--- config.mk ---
export PLATFORM = sky130hd
export DESIGN_NAME = aes_eth_tx_ctrl_flat
export DESIGN_NICKNAME = d
export VERILOG_FILES = /design/src/rtl/aes_eth_tx_ctrl_if.sv /design/src/rtl/aes_eth_tx_ctrl.sv /design/src/flat_wrapper.sv
export SDC_FILE = /design/constraint.sdc
export NUM_CORES = 1
export LEC_CHECK = 0
export CELL_PAD_IN_SITES_DETAIL_PLACEMENT = 2
export CELL_PAD_IN_SITES_GLOBAL_PLACEMENT = 2
export CORE_MARGIN = 4
export CORE_UTILIZATION = 30
export CTS_CLUSTER_SIZE = 14
export DETAILED_ROUTE_END_ITERATION = 12
export PLACE_DENSITY = 0.81
export RECOVER_POWER = 100
export SYNTH_ARGS = -nofsm -noshare
export SYNTH_HDL_FRONTEND = slang
export SYNTH_SLANG_ARGS = --single-unit
export TNS_END_PERCENT = 1
--- constraint.sdc ---
create_clock -name clk -period 2.61 [get_ports clk]
set_input_delay 0.3915 -clock clk [delete_from_list [all_inputs] [get_ports clk]]
set_output_delay 0.3915 -clock clk [all_outputs]
set_load 0.05 [all_outputs]
--- src/rtl/aes_eth_tx_ctrl_if.sv ---
// Bus bundle for aes_eth_tx_ctrl: Avalon-MM config slave, AES block input and TSE Avalon-ST TX output.
interface aes_eth_tx_ctrl_if;
    localparam int unsigned ADDR_W = 32;
    localparam int unsigned REG_W  = 32;
    localparam int unsigned BLK_W  = 128;
    localparam int unsigned WORD_W = 32;

    logic [ADDR_W-1:0] avs_address;
    logic              avs_write;
    logic [REG_W-1:0]  avs_writedata;
    logic              avs_read;
    logic [REG_W-1:0]  avs_readdata;
    logic [BLK_W-1:0]  aes_data;
    logic              aes_valid;
    logic              aes_ready;
    logic [WORD_W-1:0] tx_data;
    logic              tx_valid;
    logic              tx_ready;
    logic              tx_sop;
    logic              tx_eop;
    logic [1:0]        tx_empty;
    logic              busy;

    modport master (
        output avs_address, avs_write, avs_writedata, avs_read, aes_data, aes_valid, tx_ready,
        input  avs_readdata, aes_ready, tx_data, tx_valid, tx_sop, tx_eop, tx_empty, busy
    );

    modport slave (
        input  avs_address, avs_write, avs_writedata, avs_read, aes_data, aes_valid, tx_ready,
        output avs_readdata, aes_ready, tx_data, tx_valid, tx_sop, tx_eop, tx_empty, busy
    );
endinterface

--- src/rtl/aes_eth_tx_ctrl.sv ---
// Frames AES ciphertext blocks behind a 128b MAC header onto the TSE TX stream as 32b words.
// Optional AES_TX_STATS_EN adds FRAMES/STALLS counters at offsets 'h18/'h1C.
module aes_eth_tx_ctrl #(
    parameter logic [31:0] BASE_ADDR  = 32'h1000,
    parameter int unsigned DEF_BLOCKS = 1
) (
    input  logic             clk,
    input  logic             rst,
    aes_eth_tx_ctrl_if.slave bus
);
    localparam int unsigned REG_W  = 32;
    localparam int unsigned MAC_W  = 48;
    localparam int unsigned BLK_W  = 128;
    localparam int unsigned WORD_W = 32;
    localparam int unsigned CNT_W  = 8;
    localparam int unsigned IDX_W  = 2;

    localparam logic [15:0] ETH_TYPE = 16'h0800;

    localparam logic [31:0] A_SRC_HI = BASE_ADDR + 32'h00;
    localparam logic [31:0] A_SRC_LO = BASE_ADDR + 32'h04;
    localparam logic [31:0] A_DST_HI = BASE_ADDR + 32'h08;
    localparam logic [31:0] A_DST_LO = BASE_ADDR + 32'h0C;
    localparam logic [31:0] A_BLOCKS = BASE_ADDR + 32'h10;
    localparam logic [31:0] A_STATUS = BASE_ADDR + 32'h14;
`ifdef AES_TX_STATS_EN
    localparam logic [31:0] A_FRAMES = BASE_ADDR + 32'h18;
    localparam logic [31:0] A_STALLS = BASE_ADDR + 32'h1C;
`endif

    typedef enum logic [1:0] {IDLE, HDR, PAY} state_t;

    state_t             state;
    logic [MAC_W-1:0]   src_q;
    logic [MAC_W-1:0]   dst_q;
    logic [CNT_W-1:0]   blocks_q;
    logic [CNT_W-1:0]   sh_blocks;
    logic [CNT_W-1:0]   blocks_taken;
    logic [BLK_W-1:0]   blk_q;
    logic               blk_full;
    logic [IDX_W-1:0]   word_idx;
    logic               tx_sop_q;
    logic               tx_eop_q;
    logic               busy_q;
    logic [REG_W-1:0]   readdata_q;
    logic [REG_W-1:0]   rd_data_c;
    logic               tx_fire_c;
    logic               aes_ready_c;
    logic               aes_take_c;

    // blk_q doubles as the header shadow, so tx_data is always its top word
    assign bus.tx_data      = blk_q[BLK_W-1 -: WORD_W];
    assign bus.tx_valid     = blk_full;
    assign bus.tx_sop       = tx_sop_q;
    assign bus.tx_eop       = tx_eop_q;
    assign bus.tx_empty     = 2'b00;
    assign bus.busy         = busy_q;
    assign bus.avs_readdata = readdata_q;
    assign bus.aes_ready    = aes_ready_c;

    assign tx_fire_c  = blk_full && bus.tx_ready;
    assign aes_take_c = aes_ready_c && bus.aes_valid;

    // Reload in the same cycle the last word of the held block leaves
    always_comb begin
        aes_ready_c = 1'b0;
        if (state != IDLE && blocks_taken < sh_blocks)
            aes_ready_c = !blk_full || (word_idx == IDX_W'(3) && tx_fire_c);
    end

    always_ff @(posedge clk) begin
        if (rst) begin
            state        <= IDLE;
            sh_blocks    <= CNT_W'(1);
            blocks_taken <= '0;
            blk_q        <= '0;
            blk_full     <= 1'b0;
            word_idx     <= '0;
            tx_sop_q     <= 1'b0;
            tx_eop_q     <= 1'b0;
            busy_q       <= 1'b0;
        end else begin
            case (state)
                IDLE: begin
                    if (bus.aes_valid) begin
                        sh_blocks    <= (blocks_q == '0) ? CNT_W'(1) : blocks_q;
                        blk_q        <= {16'h0000, dst_q, src_q, ETH_TYPE};
                        blk_full     <= 1'b1;
                        tx_sop_q     <= 1'b1;
                        tx_eop_q     <= 1'b0;
                        word_idx     <= '0;
                        blocks_taken <= '0;
                        busy_q       <= 1'b1;
                        state        <= HDR;
                    end
                end
                HDR: begin
                    if (tx_fire_c) begin
                        tx_sop_q <= 1'b0;
                        word_idx <= word_idx + IDX_W'(1);
                        blk_q    <= {blk_q[BLK_W-WORD_W-1:0], WORD_W'(0)};
                        if (word_idx == IDX_W'(3)) begin
                            blk_full <= 1'b0;
                            state    <= PAY;
                        end
                    end
                end
                PAY: begin
                    if (tx_fire_c) begin
                        word_idx <= word_idx + IDX_W'(1);
                        blk_q    <= {blk_q[BLK_W-WORD_W-1:0], WORD_W'(0)};
                        if (word_idx == IDX_W'(2) && blocks_taken == sh_blocks)
                            tx_eop_q <= 1'b1;
                        if (word_idx == IDX_W'(3)) begin
                            blk_full <= 1'b0;
                            tx_eop_q <= 1'b0;
                            if (tx_eop_q) begin
                                busy_q <= 1'b0;
                                state  <= IDLE;
                            end
                        end
                    end
                end
                default: state <= IDLE;
            endcase
            if (aes_take_c) begin
                blk_q        <= bus.aes_data;
                blk_full     <= 1'b1;
                blocks_taken <= blocks_taken + CNT_W'(1);
            end
        end
    end

`ifdef AES_TX_STATS_EN
    logic [REG_W-1:0] frames_q;
    logic [REG_W-1:0] stalls_q;
    logic             stats_clr_c;

    assign stats_clr_c = bus.avs_write && bus.avs_address == A_FRAMES;

    // Clear beats a coincident increment
    always_ff @(posedge clk) begin
        if (rst || stats_clr_c) begin
            frames_q <= '0;
            stalls_q <= '0;
        end else begin
            if (tx_fire_c && tx_eop_q)
                frames_q <= frames_q + REG_W'(1);
            if (blk_full && !bus.tx_ready && stalls_q != '1)
                stalls_q <= stalls_q + REG_W'(1);
        end
    end
`endif

    always_comb begin
        rd_data_c = '0;
        case (bus.avs_address)
            A_SRC_HI: rd_data_c = {16'h0000, src_q[47:32]};
            A_SRC_LO: rd_data_c = src_q[31:0];
            A_DST_HI: rd_data_c = {16'h0000, dst_q[47:32]};
            A_DST_LO: rd_data_c = dst_q[31:0];
            A_BLOCKS: rd_data_c = {24'h000000, blocks_q};
            A_STATUS: rd_data_c = {31'h0, busy_q};
`ifdef AES_TX_STATS_EN
            A_FRAMES: rd_data_c = frames_q;
            A_STALLS: rd_data_c = stalls_q;
`endif
            default:  rd_data_c = '0;
        endcase
    end

    // Live config registers; a frame only sees them at its SOP
    always_ff @(posedge clk) begin
        if (rst) begin
            src_q      <= '0;
            dst_q      <= '0;
            blocks_q   <= CNT_W'(DEF_BLOCKS);
            readdata_q <= '0;
        end else begin
            if (bus.avs_read)
                readdata_q <= rd_data_c;
            if (bus.avs_write) begin
                case (bus.avs_address)
                    A_SRC_HI: src_q[47:32] <= bus.avs_writedata[15:0];
                    A_SRC_LO: src_q[31:0]  <= bus.avs_writedata;
                    A_DST_HI: dst_q[47:32] <= bus.avs_writedata[15:0];
                    A_DST_LO: dst_q[31:0]  <= bus.avs_writedata;
                    A_BLOCKS: blocks_q     <= bus.avs_writedata[CNT_W-1:0];
                    default:  ;
                endcase
            end
        end
    end
endmodule

--- src/flat_wrapper.sv ---
// flat-port wrapper written by rule: the top's interface ports become plain ports
module aes_eth_tx_ctrl_flat 
#(
    parameter logic [31:0] BASE_ADDR  = 32'h1000,
    parameter int unsigned DEF_BLOCKS = 1
)
  (clk, rst, bus_avs_address, bus_avs_write, bus_avs_writedata, bus_avs_read, bus_aes_data, bus_aes_valid, bus_tx_ready, bus_avs_readdata, bus_aes_ready, bus_tx_data, bus_tx_valid, bus_tx_sop, bus_tx_eop, bus_tx_empty, bus_busy);
  aes_eth_tx_ctrl_if bus_i ();
  input  logic clk;
  input  logic rst;
  input wire logic [$bits(bus_i.avs_address)-1:0] bus_avs_address;
  input wire logic [$bits(bus_i.avs_write)-1:0] bus_avs_write;
  input wire logic [$bits(bus_i.avs_writedata)-1:0] bus_avs_writedata;
  input wire logic [$bits(bus_i.avs_read)-1:0] bus_avs_read;
  input wire logic [$bits(bus_i.aes_data)-1:0] bus_aes_data;
  input wire logic [$bits(bus_i.aes_valid)-1:0] bus_aes_valid;
  input wire logic [$bits(bus_i.tx_ready)-1:0] bus_tx_ready;
  output wire logic [$bits(bus_i.avs_readdata)-1:0] bus_avs_readdata;
  output wire logic [$bits(bus_i.aes_ready)-1:0] bus_aes_ready;
  output wire logic [$bits(bus_i.tx_data)-1:0] bus_tx_data;
  output wire logic [$bits(bus_i.tx_valid)-1:0] bus_tx_valid;
  output wire logic [$bits(bus_i.tx_sop)-1:0] bus_tx_sop;
  output wire logic [$bits(bus_i.tx_eop)-1:0] bus_tx_eop;
  output wire logic [$bits(bus_i.tx_empty)-1:0] bus_tx_empty;
  output wire logic [$bits(bus_i.busy)-1:0] bus_busy;
  assign bus_i.avs_address = bus_avs_address;
  assign bus_i.avs_write = bus_avs_write;
  assign bus_i.avs_writedata = bus_avs_writedata;
  assign bus_i.avs_read = bus_avs_read;
  assign bus_i.aes_data = bus_aes_data;
  assign bus_i.aes_valid = bus_aes_valid;
  assign bus_i.tx_ready = bus_tx_ready;
  assign bus_avs_readdata = bus_i.avs_readdata;
  assign bus_aes_ready = bus_i.aes_ready;
  assign bus_tx_data = bus_i.tx_data;
  assign bus_tx_valid = bus_i.tx_valid;
  assign bus_tx_sop = bus_i.tx_sop;
  assign bus_tx_eop = bus_i.tx_eop;
  assign bus_tx_empty = bus_i.tx_empty;
  assign bus_busy = bus_i.busy;
  aes_eth_tx_ctrl #(.BASE_ADDR(BASE_ADDR), .DEF_BLOCKS(DEF_BLOCKS)) u_core (.clk(clk), .rst(rst), .bus(bus_i));
endmodule
* Yosys cells after proc, flatten, opt, wreduce, memory -nomap -nowiden
Index checks and enable logic that the tools add are counted.
Storage, ports and cells: bits in registers 288, bits in latches 0, RAM bits 0, bits in read-only memories 0, output and inout port bits 71, logic and storage cells 107, memories kept 0
Operators by class: add/subtract/negate cells 2, multipliers 0, div/mod/pow operators 0, order comparisons 1, equal/unequal tests 22, shift-type cells 0, mux-type cells 36, bitwise gates (word level) 0, reduce and logical (&&, ||, !) cells 31
Operator list (count):
- two-way mux 128 bit | 3
- case mux 128 bit (2 select lines) | 1
- equality test 32 x 13 -> 1 bit, second input constant | 6
- case mux 32 bit (6 select lines) | 1
- two-way mux 8 bit | 4
- two-way mux 2 bit | 8
- AND reduction 2 bit | 7
- two-way mux 1 bit | 13
- inequality test 2 x 1 -> 1 bit, second input constant | 6
- nonzero test 2 bit | 6
- inequality test 3 x 1 -> 1 bit, second input constant | 3
- AND reduction 3 bit | 3
- adder 8 x 1 -> 8 bit, second input constant | 1
- equality test 8 bit | 1
- logical NOT 8 bit | 1
- less-than comparator 8 bit | 1
- case mux 1 bit (2 select lines) | 4
- AND reduction 4 bit | 2
- equality test 2 bit, second input constant | 3
- case mux 2 bit (3 select lines) | 1
- AND reduction 6 bit | 1
- logical AND 1 bit | 5
- AND reduction 5 bit | 1
- case mux 2 bit (2 select lines) | 1
- 9 further kinds | 9

* Longest topological paths before layout
Gate-level depths: netlist (run 1).
word-level depth 7, gate-level depth with buffers 10, mapped depth without buffers 7

* Worst setup path before layout (run 1)
No wires, ideal clock.
path kind flip-flop to output port, start reg u_core.blocks_taken[1], end out bus_aes_ready, data arrival time 2.256 ns, slack -0.037 ns, stages on the path, launching flop included 9, buffers on the path 3, cell sequence dfxtp_1 > ha_1 > nor2b_1 > o21bai_1 > a21o_1 > clkbuf_1 > clkbuf_1 > buf_1 > and3_1
On the way: longest elaborated chain between the ends 3
RTL lines:
- start, declared | RTL line aes_eth_tx_ctrl.sv:38 | logic [CNT_W-1:0] blocks_taken;
- start signal, assigned | RTL line aes_eth_tx_ctrl.sv:129 | blocks_taken <= blocks_taken + CNT_W'(1);
- less-than comparator 8 bit | RTL line aes_eth_tx_ctrl.sv:67 | if (state != IDLE && blocks_taken < sh_blocks)
- logical AND 1 bit | RTL line aes_eth_tx_ctrl.sv:67
- two-way mux 1 bit | RTL line aes_eth_tx_ctrl.sv:67
- end, declared | RTL line flat_wrapper.sv:19 | output wire logic [$bits(bus_i.aes_ready)-1:0] bus_aes_ready;
No other way between the ends.

* Final worst setup path (run 1)
start reg u_core.blocks_taken[6], end reg u_core.blk_q[27]
On the way: longest elaborated chain between the ends 6
RTL lines:
- less-than comparator 8 bit * | RTL line aes_eth_tx_ctrl.sv:67
- logical AND 1 bit * | RTL line aes_eth_tx_ctrl.sv:67
- two-way mux 1 bit * | RTL line aes_eth_tx_ctrl.sv:67
- logical AND 1 bit * | RTL line aes_eth_tx_ctrl.sv:62 | assign aes_take_c = aes_ready_c && bus.aes_valid;
- inequality test 3 x 2 -> 1 bit (no line), or another cell as far along
- AND reduction 3 bit (no line)
- end signal, assigned | RTL line aes_eth_tx_ctrl.sv:87 | blk_q <= {16'h0000, dst_q, src_q, ETH_TYPE};
- end signal, assigned | RTL line aes_eth_tx_ctrl.sv:101 | blk_q <= {blk_q[BLK_W-WORD_W-1:0], WORD_W'(0)};
- end signal, assigned | RTL line aes_eth_tx_ctrl.sv:111 | blk_q <= {blk_q[BLK_W-WORD_W-1:0], WORD_W'(0)};
- end, declared | RTL line aes_eth_tx_ctrl.sv:39 | logic [BLK_W-1:0] blk_q;
Every way passes the cells marked *; elsewhere a longest branch is shown, timed or not. A chain may end at the register's enable or synchronous reset.

==> results of run 1 <==
## state kept, by name, summed over array words and instances (netlist names), 2 cells and up
name and flops:
u_core.sh_blocks 8, u_core.src_q 48, u_core.dst_q 48, u_core.blocks_q 8
u_core.bus.avs_readdata 32, u_core.word_idx 2, u_core.blocks_taken 8, u_core.state 2
u_core.blk_q 128
## cell type report
type                            instances  area share
Tap cell                              615     0.04023
Timing Repair Buffer                  344      0.1836
Clock inverter                         18     0.01034
Multi-Input combinational cell       1104      0.4079
Sequential cell                       288      0.3018
Clock buffer                           45     0.05364
Inverter                               13    0.002551
## stage by stage
stage | setup slack [ps] | total power, uW | hold WS, ps
3_5_place_dp | -231.7 | 6754 | 455.5
3_3_place_gp | -97.85 | 6701 | 440.6
5_1_grt | -71.79 | 12320 | 441.9
2_1_floorplan | 75.82 | 5762 | 436.3
6_report | -53.80 | 11910 | 434.2
4_1_cts | 15.14 | 12010 | 419.9
## kinds of logic (layout without fill, tap and decap cells)
| kind of cell | Yosys count | count (layout) | synth area share |
|---|---|---|---|
| other | 1 | 2 | 0.0002595 |
| adder cells (fa/ha/maj) | 15 | 15 | 0.01299 |
| multiplexers | 304 | 304 | 0.2343 |
| buffers and inverters | 192 | 420 | 0.06631 |
| flip-flops | 288 | 288 | 0.3989 |
| AO/OA/AOI/OAI | 318 | 318 | 0.1282 |
| AND/OR/NAND/NOR | 465 | 465 | 0.1590 |
## what timing repair did
| action | 4_1_cts | 5_1_grt |
|---|---|---|
| pin swaps | 2 | 2 |
| resized for setup | 5 | 6 |
| cloned | 0 | 0 |
| buffers inserted | 2 | 3 |
| setup endpoints to repair | 1 | 4 |
## per-layer routing
metal  GRT usage  share of wire  vias up
li1            -              -     6080
met3     0.04707          0.053       95
met1      0.3001           0.42     6835
met2      0.4079           0.49      339
met4     0.07261          0.030       14
met5           0         0.0014        -
## critical path, stage by stage, from the launching register on
cell and delay (ps):
dfxtp_4 360, ha_4 240, a21o_1 190, a2111oi_4 390
buf_4 170, and3_4 240, nand2_1 100, buf_2 350
a311oi_1 450
## cell usage in the layout (no fill, tap or decap), types with 13 or more instances in the layout
master,netlist,final
nand3_1,147,146
nand2_1,91,91
dfxtp_1,288,284
o211ai_1,24,24
clkdlybuf4s50_1,0,195
o21ai_0,92,92
mux2_2,184,184
buf_4,38,51
nand3b_1,17,17
clkbuf_16,0,37
nor3_1,38,39
mux2i_1,111,111
ha_1,15,13
dlygate4sd3_1,0,68
a311oi_1,31,31
nor2_1,122,122
a21oi_1,143,142
buf_12,3,21
## report_power, final
group	leakage (uW)	switching [uW]	internal [uW]
clock network	0.000607	2070	3180
registers	0.00233	87.4	4510
logic	0.00419	1210	861
total	0.00713	3370	8550
## worst paths after layout
| check | endpoint | slack [ps] | depth (start not counted) | from |
|---|---|---|---|---|
| worst max register to register | u_core.blk_q[27] | -50 | 8 | u_core.blocks_taken[6] |
| worst min-delay path | u_core.blk_q[108] | 430 | 3 | bus_aes_data[108] |
| worst min register to register | u_core.sh_blocks[3] | 460 | 2 | u_core.sh_blocks[3] |
| worst max-delay path | u_core.blk_q[27] | -50 | 8 | u_core.blocks_taken[6] |
==> impl_metrics.prom, run 1 <==
# TYPE chip_impl_metric gauge
chip_impl_metric{name="die_area",unit="um^2"} 51750
chip_impl_metric{name="crit_path_max_fanout",unit=""} 20
chip_impl_metric{name="numPortBuffers",unit=""} 266
chip_impl_metric{name="gr-total-overflow",unit=""} 0
chip_impl_metric{name="max_root_sink_buffers",unit=""} 3
chip_impl_metric{name="setup_tns_final",unit="ps"} -78.28
chip_impl_metric{name="global_route_wire_length_before_repair",unit="mm"} 93.83
chip_impl_info{name="cts.root.buffer_cell",value="clkbuf_16"} 1
chip_impl_metric{name="initial_antenna_violation_count",unit=""} 8
chip_impl_metric{name="worstPathArrival",unit="ps"} 3050
chip_impl_metric{name="final_cell_area",unit="um^2"} 19130
chip_impl_metric{name="routedWlPerCell",unit="um"} 26.17
chip_impl_metric{name="cts.htree.levels",unit=""} 2
chip_impl_metric{name="synth_edf_count",unit=""} 0
chip_impl_metric{name="synth.avg_cell_area",unit="um^2"} 9.130
chip_impl_metric{name="insertedDiodeCount",unit=""} 0
chip_impl_metric{name="p_per_area",unit="nW/um^2"} 622.8
chip_impl_info{name="tritoncts",value="yes"} 1
chip_impl_metric{name="multiInputGateArea",unit="um^2"} 7801
chip_impl_metric{name="postRouteWirelength",unit="mm"} 63.51
chip_impl_metric{name="first_pass_iters",unit=""} 7
chip_impl_info{name="synthTopCellsByCount",value="dfxtp_1, mux2_2, nand3_1, a21oi_1, nor2_1"} 1
chip_impl_metric{name="io_pins",unit=""} 269
chip_impl_metric{name="yosys.area.top_type_share",unit=""} 0.3989
chip_impl_metric{name="fp.dieW",unit="um"} 227.5
chip_impl_metric{name="design.final.nets",unit=""} 1999
chip_impl_metric{name="ant_nets",unit=""} 0
chip_impl_metric{name="die_h",unit="um"} 227.5
chip_impl_info{name="outcome",value="finished with violations"} 1
chip_impl_metric{name="leakagePower",unit="uW"} 0.007127
chip_impl_metric{name="timing.final.hold_violations",unit=""} 0
chip_impl_info{name="failed_checks",value="setup timing"} 1
chip_impl_metric{name="cts.hold.buffers_added",unit=""} 0
chip_impl_metric{name="cts.reportedPaths.clkPinSlew",unit="ps"} 70
chip_impl_metric{name="clkLatencyLatePin",unit="ps"} 530
chip_impl_info{name="setup_repair_after_global_routing_missed_its_margin",value="yes"} 1
chip_impl_metric{name="final_critical_path_setup_slack",unit="ps"} -53.80
chip_impl_metric{name="post-dp-hpwl",unit="mm"} 44.69
chip_impl_info{name="synth.area.top_cells",value="dfxtp_1, mux2_2, mux2i_1, nand3_1, a21oi_1"} 1
chip_impl_metric{name="postLayoutCoreUtil",unit=""} 0.4014
chip_impl_metric{name="post-route-period-util",unit=""} 1.021
chip_impl_metric{name="layout.area.seq",unit="um^2"} 5773
chip_impl_metric{name="grt_start_max_net_pins",unit=""} 93
chip_impl_metric{name="asyncSetResetFlopFracSynth",unit=""} 0
chip_impl_metric{name="routed-via-count",unit=""} 13360
chip_impl_metric{name="synth_area",unit="um^2"} 14450
chip_impl_info{name="yosys.cell_count.top_type",value="dfxtp_1"} 1
chip_impl_metric{name="design.core.area",unit="um^2"} 47650
chip_impl_metric{name="starting_density",unit=""} 0.3033
chip_impl_metric{name="grt_use_total",unit=""} 0.2368
chip_impl_metric{name="timing.max_cap.violations",unit=""} 0
chip_impl_metric{name="post-place-cells",unit=""} 2359
chip_impl_metric{name="grt_pass1_vias",unit=""} 14740
chip_impl_metric{name="synthesis.yosys.warnings",unit=""} 0
chip_impl_info{name="holdCritPathClass",value="in2reg"} 1
chip_impl_metric{name="fin_crit",unit="ps"} 2664
chip_impl_info{name="critPathKind",value="reg2reg"} 1
chip_impl_metric{name="site_rows",unit=""} 80
chip_impl_metric{name="final_cell_count_no_fill",unit=""} 2427
chip_impl_metric{name="worstMarginPinSlew",unit="ps"} 748.6
chip_impl_metric{name="ys_ff_latch",unit=""} 288
chip_impl_metric{name="timing.clock.skew",unit="ps"} 18.89
chip_impl_metric{name="setup_viol",unit=""} 2
chip_impl_metric{name="clock-sinks",unit=""} 288
chip_impl_metric{name="post_drt_via_cell_ratio",unit=""} 5.506
chip_impl_metric{name="max_slew_margin",unit=""} 0.5009
chip_impl_metric{name="cts-buffers-inserted",unit=""} 35
chip_impl_metric{name="drive_gt1_frac",unit=""} 0.2020
chip_impl_metric{name="cp.required",unit="ps"} 3000
chip_impl_info{name="synth_top_area_cell",value="dfxtp_1"} 1
chip_impl_metric{name="fmaxAchievable",unit="GHz"} 0.3754
chip_impl_info{name="synth_top_flop_cell",value="dfxtp_1"} 1
chip_impl_metric{name="post_synth_num_cell_types",unit=""} 53
chip_impl_metric{name="detailedRoute.firstIterationViolations",unit=""} 770
chip_impl_metric{name="irDropWorstVdd",unit="mV"} 0.3231
chip_impl_info{name="worst_setup_path_start_kind",value="register"} 1
chip_impl_metric{name="placed_area",unit="um^2"} 17890
chip_impl_metric{name="areaGrowthSynthToFinish",unit="%"} 32.34
chip_impl_metric{name="synth.yosys.seq_area_share",unit=""} 0.3989
chip_impl_metric{name="drc",unit=""} 0
chip_impl_info{name="worst_setup_path_end_kind",value="register"} 1
chip_impl_metric{name="gp_congestion",unit=""} 0.8445
chip_impl_metric{name="netlist_instances",unit=""} 1583
chip_impl_metric{name="fillCellCount",unit=""} 5122
chip_impl_metric{name="drv_slew",unit=""} 0
Power figures use the tool's default switching activity.
==> run 2, diff against run 1 <==
Settings changed: GPL_TIMING_DRIVEN set to 1.
==> results of run 2 <==
No change in the layout: final DEF, timing and power equal those of run 1.
==> run 3, diff against run 2 <==
Settings changed: CORE_ASPECT_RATIO set to 0.5, MAX_ROUTING_LAYER set to met4, PLACE_DENSITY 0.81 to 0.79.
==> impl_metrics.prom, run 3 (synthesis gave the netlist of run 1 again) <==
# TYPE chip_impl_metric gauge
chip_impl_info{name="outcome",value="finished with violations"} 1
chip_impl_info{name="failed_checks",value="setup timing"} 1
chip_impl_metric{name="io_pins",unit=""} 269
chip_impl_metric{name="global_route_wire_length_before_repair",unit="mm"} 90.69
chip_impl_info{name="worst_setup_path_start_kind",value="register"} 1
chip_impl_info{name="max_flop_register",value="u_core.blk_q"} 1
chip_impl_metric{name="crit_path_max_fanout",unit=""} 3
chip_impl_metric{name="postRouteWirelength",unit="mm"} 61.61
chip_impl_metric{name="final_cell_count_no_fill",unit=""} 2443
chip_impl_metric{name="first_pass_iters",unit=""} 7
chip_impl_metric{name="largest_register_ffs",unit=""} 128
chip_impl_info{name="timing.rr.start",value="u_core.sh_blocks[7]"} 1
chip_impl_metric{name="initial_antenna_violation_count",unit=""} 9
chip_impl_metric{name="fillCellCount",unit=""} 5067
chip_impl_metric{name="gp_congestion",unit=""} 0.8434
chip_impl_metric{name="drv_slew",unit=""} 0
chip_impl_info{name="holdCritPathClass",value="in2reg"} 1
chip_impl_metric{name="numPortBuffers",unit=""} 266
chip_impl_info{name="worst_hold_startpoint",value="rst"} 1
chip_impl_metric{name="ant_nets",unit=""} 0
chip_impl_metric{name="layout.area.seq",unit="um^2"} 5771
chip_impl_info{name="cts.root.buffer_cell",value="clkbuf_16"} 1
chip_impl_metric{name="timing.clock.skew",unit="ps"} 14.99
chip_impl_info{name="tritoncts",value="yes"} 1
chip_impl_info{name="commonest_non_fill_non_tap_cell_in_the_layout",value="dfxtp_1"} 1
chip_impl_metric{name="hold_path_depth",unit=""} 2
chip_impl_metric{name="comb_power_share",unit=""} 0.191
chip_impl_metric{name="grt_start_max_net_pins",unit=""} 72
chip_impl_metric{name="starting_density",unit=""} 0.3060
chip_impl_metric{name="worstPathArrival",unit="ps"} 2230
chip_impl_metric{name="irDropWorstVdd",unit="mV"} 0.4157
chip_impl_metric{name="die_area",unit="um^2"} 51960
chip_impl_metric{name="cp.required",unit="ps"} 2220
chip_impl_metric{name="routedLengthMet1",unit="mm"} 27.98
chip_impl_metric{name="design.final.nets",unit=""} 1996
chip_impl_metric{name="swShare",unit=""} 0.2903
chip_impl_metric{name="fin_crit",unit="ps"} 2617
chip_impl_metric{name="timing.max_cap.violations",unit=""} 0
chip_impl_metric{name="post-dp-hpwl",unit="mm"} 43.46
chip_impl_info{name="top_regs",value="u_core.blk_q: 128 flops, u_core.dst_q: 48 flops, u_core.src_q: 48 flops"} 1
chip_impl_metric{name="max_root_sink_buffers",unit=""} 3
chip_impl_metric{name="cts.reportedPaths.clkPinSlew",unit="ps"} 70
chip_impl_info{name="setup_repair_after_global_routing_missed_its_margin",value="yes"} 1
chip_impl_metric{name="timing.final.hold_violations",unit=""} 0
chip_impl_metric{name="leakagePower",unit="uW"} 0.006981
chip_impl_metric{name="worstMarginPinSlew",unit="ps"} 673.3
chip_impl_metric{name="detailedRoute.firstIterationViolations",unit=""} 1003
chip_impl_metric{name="drive_gt1_frac",unit=""} 0.1920
chip_impl_info{name="critPathKind",value="reg2out"} 1
chip_impl_info{name="cp_top_family",value="buffers and inverters"} 1
chip_impl_metric{name="clock-sinks",unit=""} 288
chip_impl_metric{name="drc",unit=""} 0
chip_impl_info{name="worst_setup_path_end_kind",value="output pin"} 1
chip_impl_info{name="crit_path_cell_trace",value="inv_1 -> ha_2 -> a2111oi_4 -> buf_4 -> and3_4 -> buf_12"} 1
chip_impl_metric{name="power_frac_clock",unit=""} 0.387
chip_impl_metric{name="max_slew_margin",unit=""} 0.5511
chip_impl_info{name="timing.rr.end",value="u_core.blk_q[95]"} 1
chip_impl_metric{name="critical-path-max-stage-delay",unit="ps"} 380
chip_impl_metric{name="cts.hold.buffers_added",unit=""} 0
chip_impl_metric{name="final_critical_path_setup_slack",unit="ps"} -7.320
chip_impl_info{name="critPathSlowestCell",value="dfxtp_1"} 1
chip_impl_metric{name="setup_viol",unit=""} 1
chip_impl_metric{name="multiInputGateArea",unit="um^2"} 7825
chip_impl_metric{name="sw_power",unit="uW"} 3172
chip_impl_metric{name="grt_pass1_vias",unit=""} 14190
chip_impl_info{name="layout_common_cells",value="dfxtp_1, clkdlybuf4s50_1, mux2_2"} 1
chip_impl_metric{name="routedWlPerCell",unit="um"} 25.22
chip_impl_metric{name="fp.dieW",unit="um"} 318.4
chip_impl_metric{name="design.core.area",unit="um^2"} 47230
chip_impl_metric{name="site_rows",unit=""} 56
chip_impl_metric{name="power.internal",unit="uW"} 7754
chip_impl_metric{name="clkLatencyLatePin",unit="ps"} 570
chip_impl_metric{name="grt_use_total",unit=""} 0.2313
chip_impl_metric{name="reg2reg_setup_slack",unit="ps"} 40
chip_impl_metric{name="post_drt_via_cell_ratio",unit=""} 5.424
chip_impl_info{name="whs_endpoint",value="u_core.bus.busy"} 1
chip_impl_metric{name="detailed_route_wirelength_on_metal2",unit="mm"} 29.70
chip_impl_metric{name="routed-via-count",unit=""} 13250
chip_impl_metric{name="gr-total-overflow",unit=""} 0
chip_impl_metric{name="worst-r2r-cell-count",unit=""} 10
chip_impl_metric{name="die_h",unit="um"} 163.2
chip_impl_info{name="maxUsedRoutingLayer",value="met4"} 1
chip_impl_metric{name="areaGrowthSynthToFinish",unit="%"} 31.13
chip_impl_metric{name="p_per_area",unit="nW/um^2"} 576.5
chip_impl_metric{name="fmaxAchievable",unit="GHz"} 0.3821
chip_impl_metric{name="critical_path.n_buffers_inverters",unit=""} 3
chip_impl_metric{name="post-route-period-util",unit=""} 1.003
chip_impl_metric{name="cts.htree.levels",unit=""} 1
chip_impl_metric{name="routed-wl-met3",unit="mm"} 2.218
chip_impl_metric{name="cts-buffers-inserted",unit=""} 30
chip_impl_metric{name="final.hold.worst_slack",unit="ps"} 324.3
chip_impl_metric{name="post-place-cells",unit=""} 2385
chip_impl_metric{name="share_seq_of_total_power",unit=""} 0.422
## run 3: changes by cell type in the layout (fill, tap and decap cells not counted), sizes merged
| cell | delta |
|---|---|
| clkinv | -8 |
| buf | -2 |
| a21o | +1 |
| clkbuf | +6 |
| bufinv | -4 |
| clkinvlp | -3 |
| diode | +3 |
## run 3: worst max path at each step
stage | startpoint | endpoint | cells past startpoint
after global routing | bus_avs_address[15] | u_core.src_q[28] | 8
after global placement | bus_avs_address[24] | u_core.dst_q[23] | 7
after detailed placement | bus_avs_address[15] | u_core.dst_q[1] | 7
after CTS | u_core.sh_blocks[3] | bus_aes_ready | 7
after floorplan | u_core.blocks_taken[1] | bus_aes_ready | 8
final | u_core.sh_blocks[7] | bus_aes_ready | 6
## run 3: cell type report
| class | count | share of cell area |
|---|---|---|
| diodes | 3 | 0.0003961 |
| repair buffers | 345 | 0.1886 |
| well taps | 638 | 0.04212 |
| clock buffers | 48 | 0.04800 |
| clock inverters | 3 | 0.0009903 |
| flip-flops and latches | 288 | 0.3045 |
| multi-input cells | 1105 | 0.4129 |
| inverters | 13 | 0.002575 |
## run 3: power groups by stage
stage / Sequential [uW] / Clock, uW / Combinational, uW
after global placement: 4700 / 0 / 2030
after CTS: 4610 / 4290 / 2090
after global routing: 4620 / 4470 / 2200
after detailed placement: 4700 / 0 / 2060
after floorplan: 4670 / 0 / 1090
final: 4610 / 4230 / 2080
## run 3: timing repair
action | in CTS | in global routing
endpoints found under the setup margin | 1 | 6
resized for setup | 8 | 8
endpoints found under the hold margin | 0 | 0
gates cloned | 1 | 0
setup buffers | 3 | 0
pin swaps | 4 | 0
## run 3: stage by stage
stage / utilization / setup TNS [ps] / instance area [um^2] / power, uW / setup slack (ps)
detailed placement: 0.3814 / -7374 / 18010 / 6762 / -177.0
floorplan: - / 0 / 14460 / 5762 / 75.82
global route: 0.4013 / -289.9 / 18950 / 11290 / -60.30
finish: 0.4013 / -7.320 / 18950 / 10930 / -7.320
global placement: 0.3814 / -900.6 / 18010 / 6723 / -58.00
CTS: 0.4026 / 0 / 19010 / 10990 / 6.789
## run 3: layer usage
layer | global-route usage | up-vias
li1 | - | 6085
met1 | 0.2963 | 6810
met2 | 0.3871 | 262
met3 | 0.03083 | 95
met4 | 0.06232 | 0
met5 | - | -
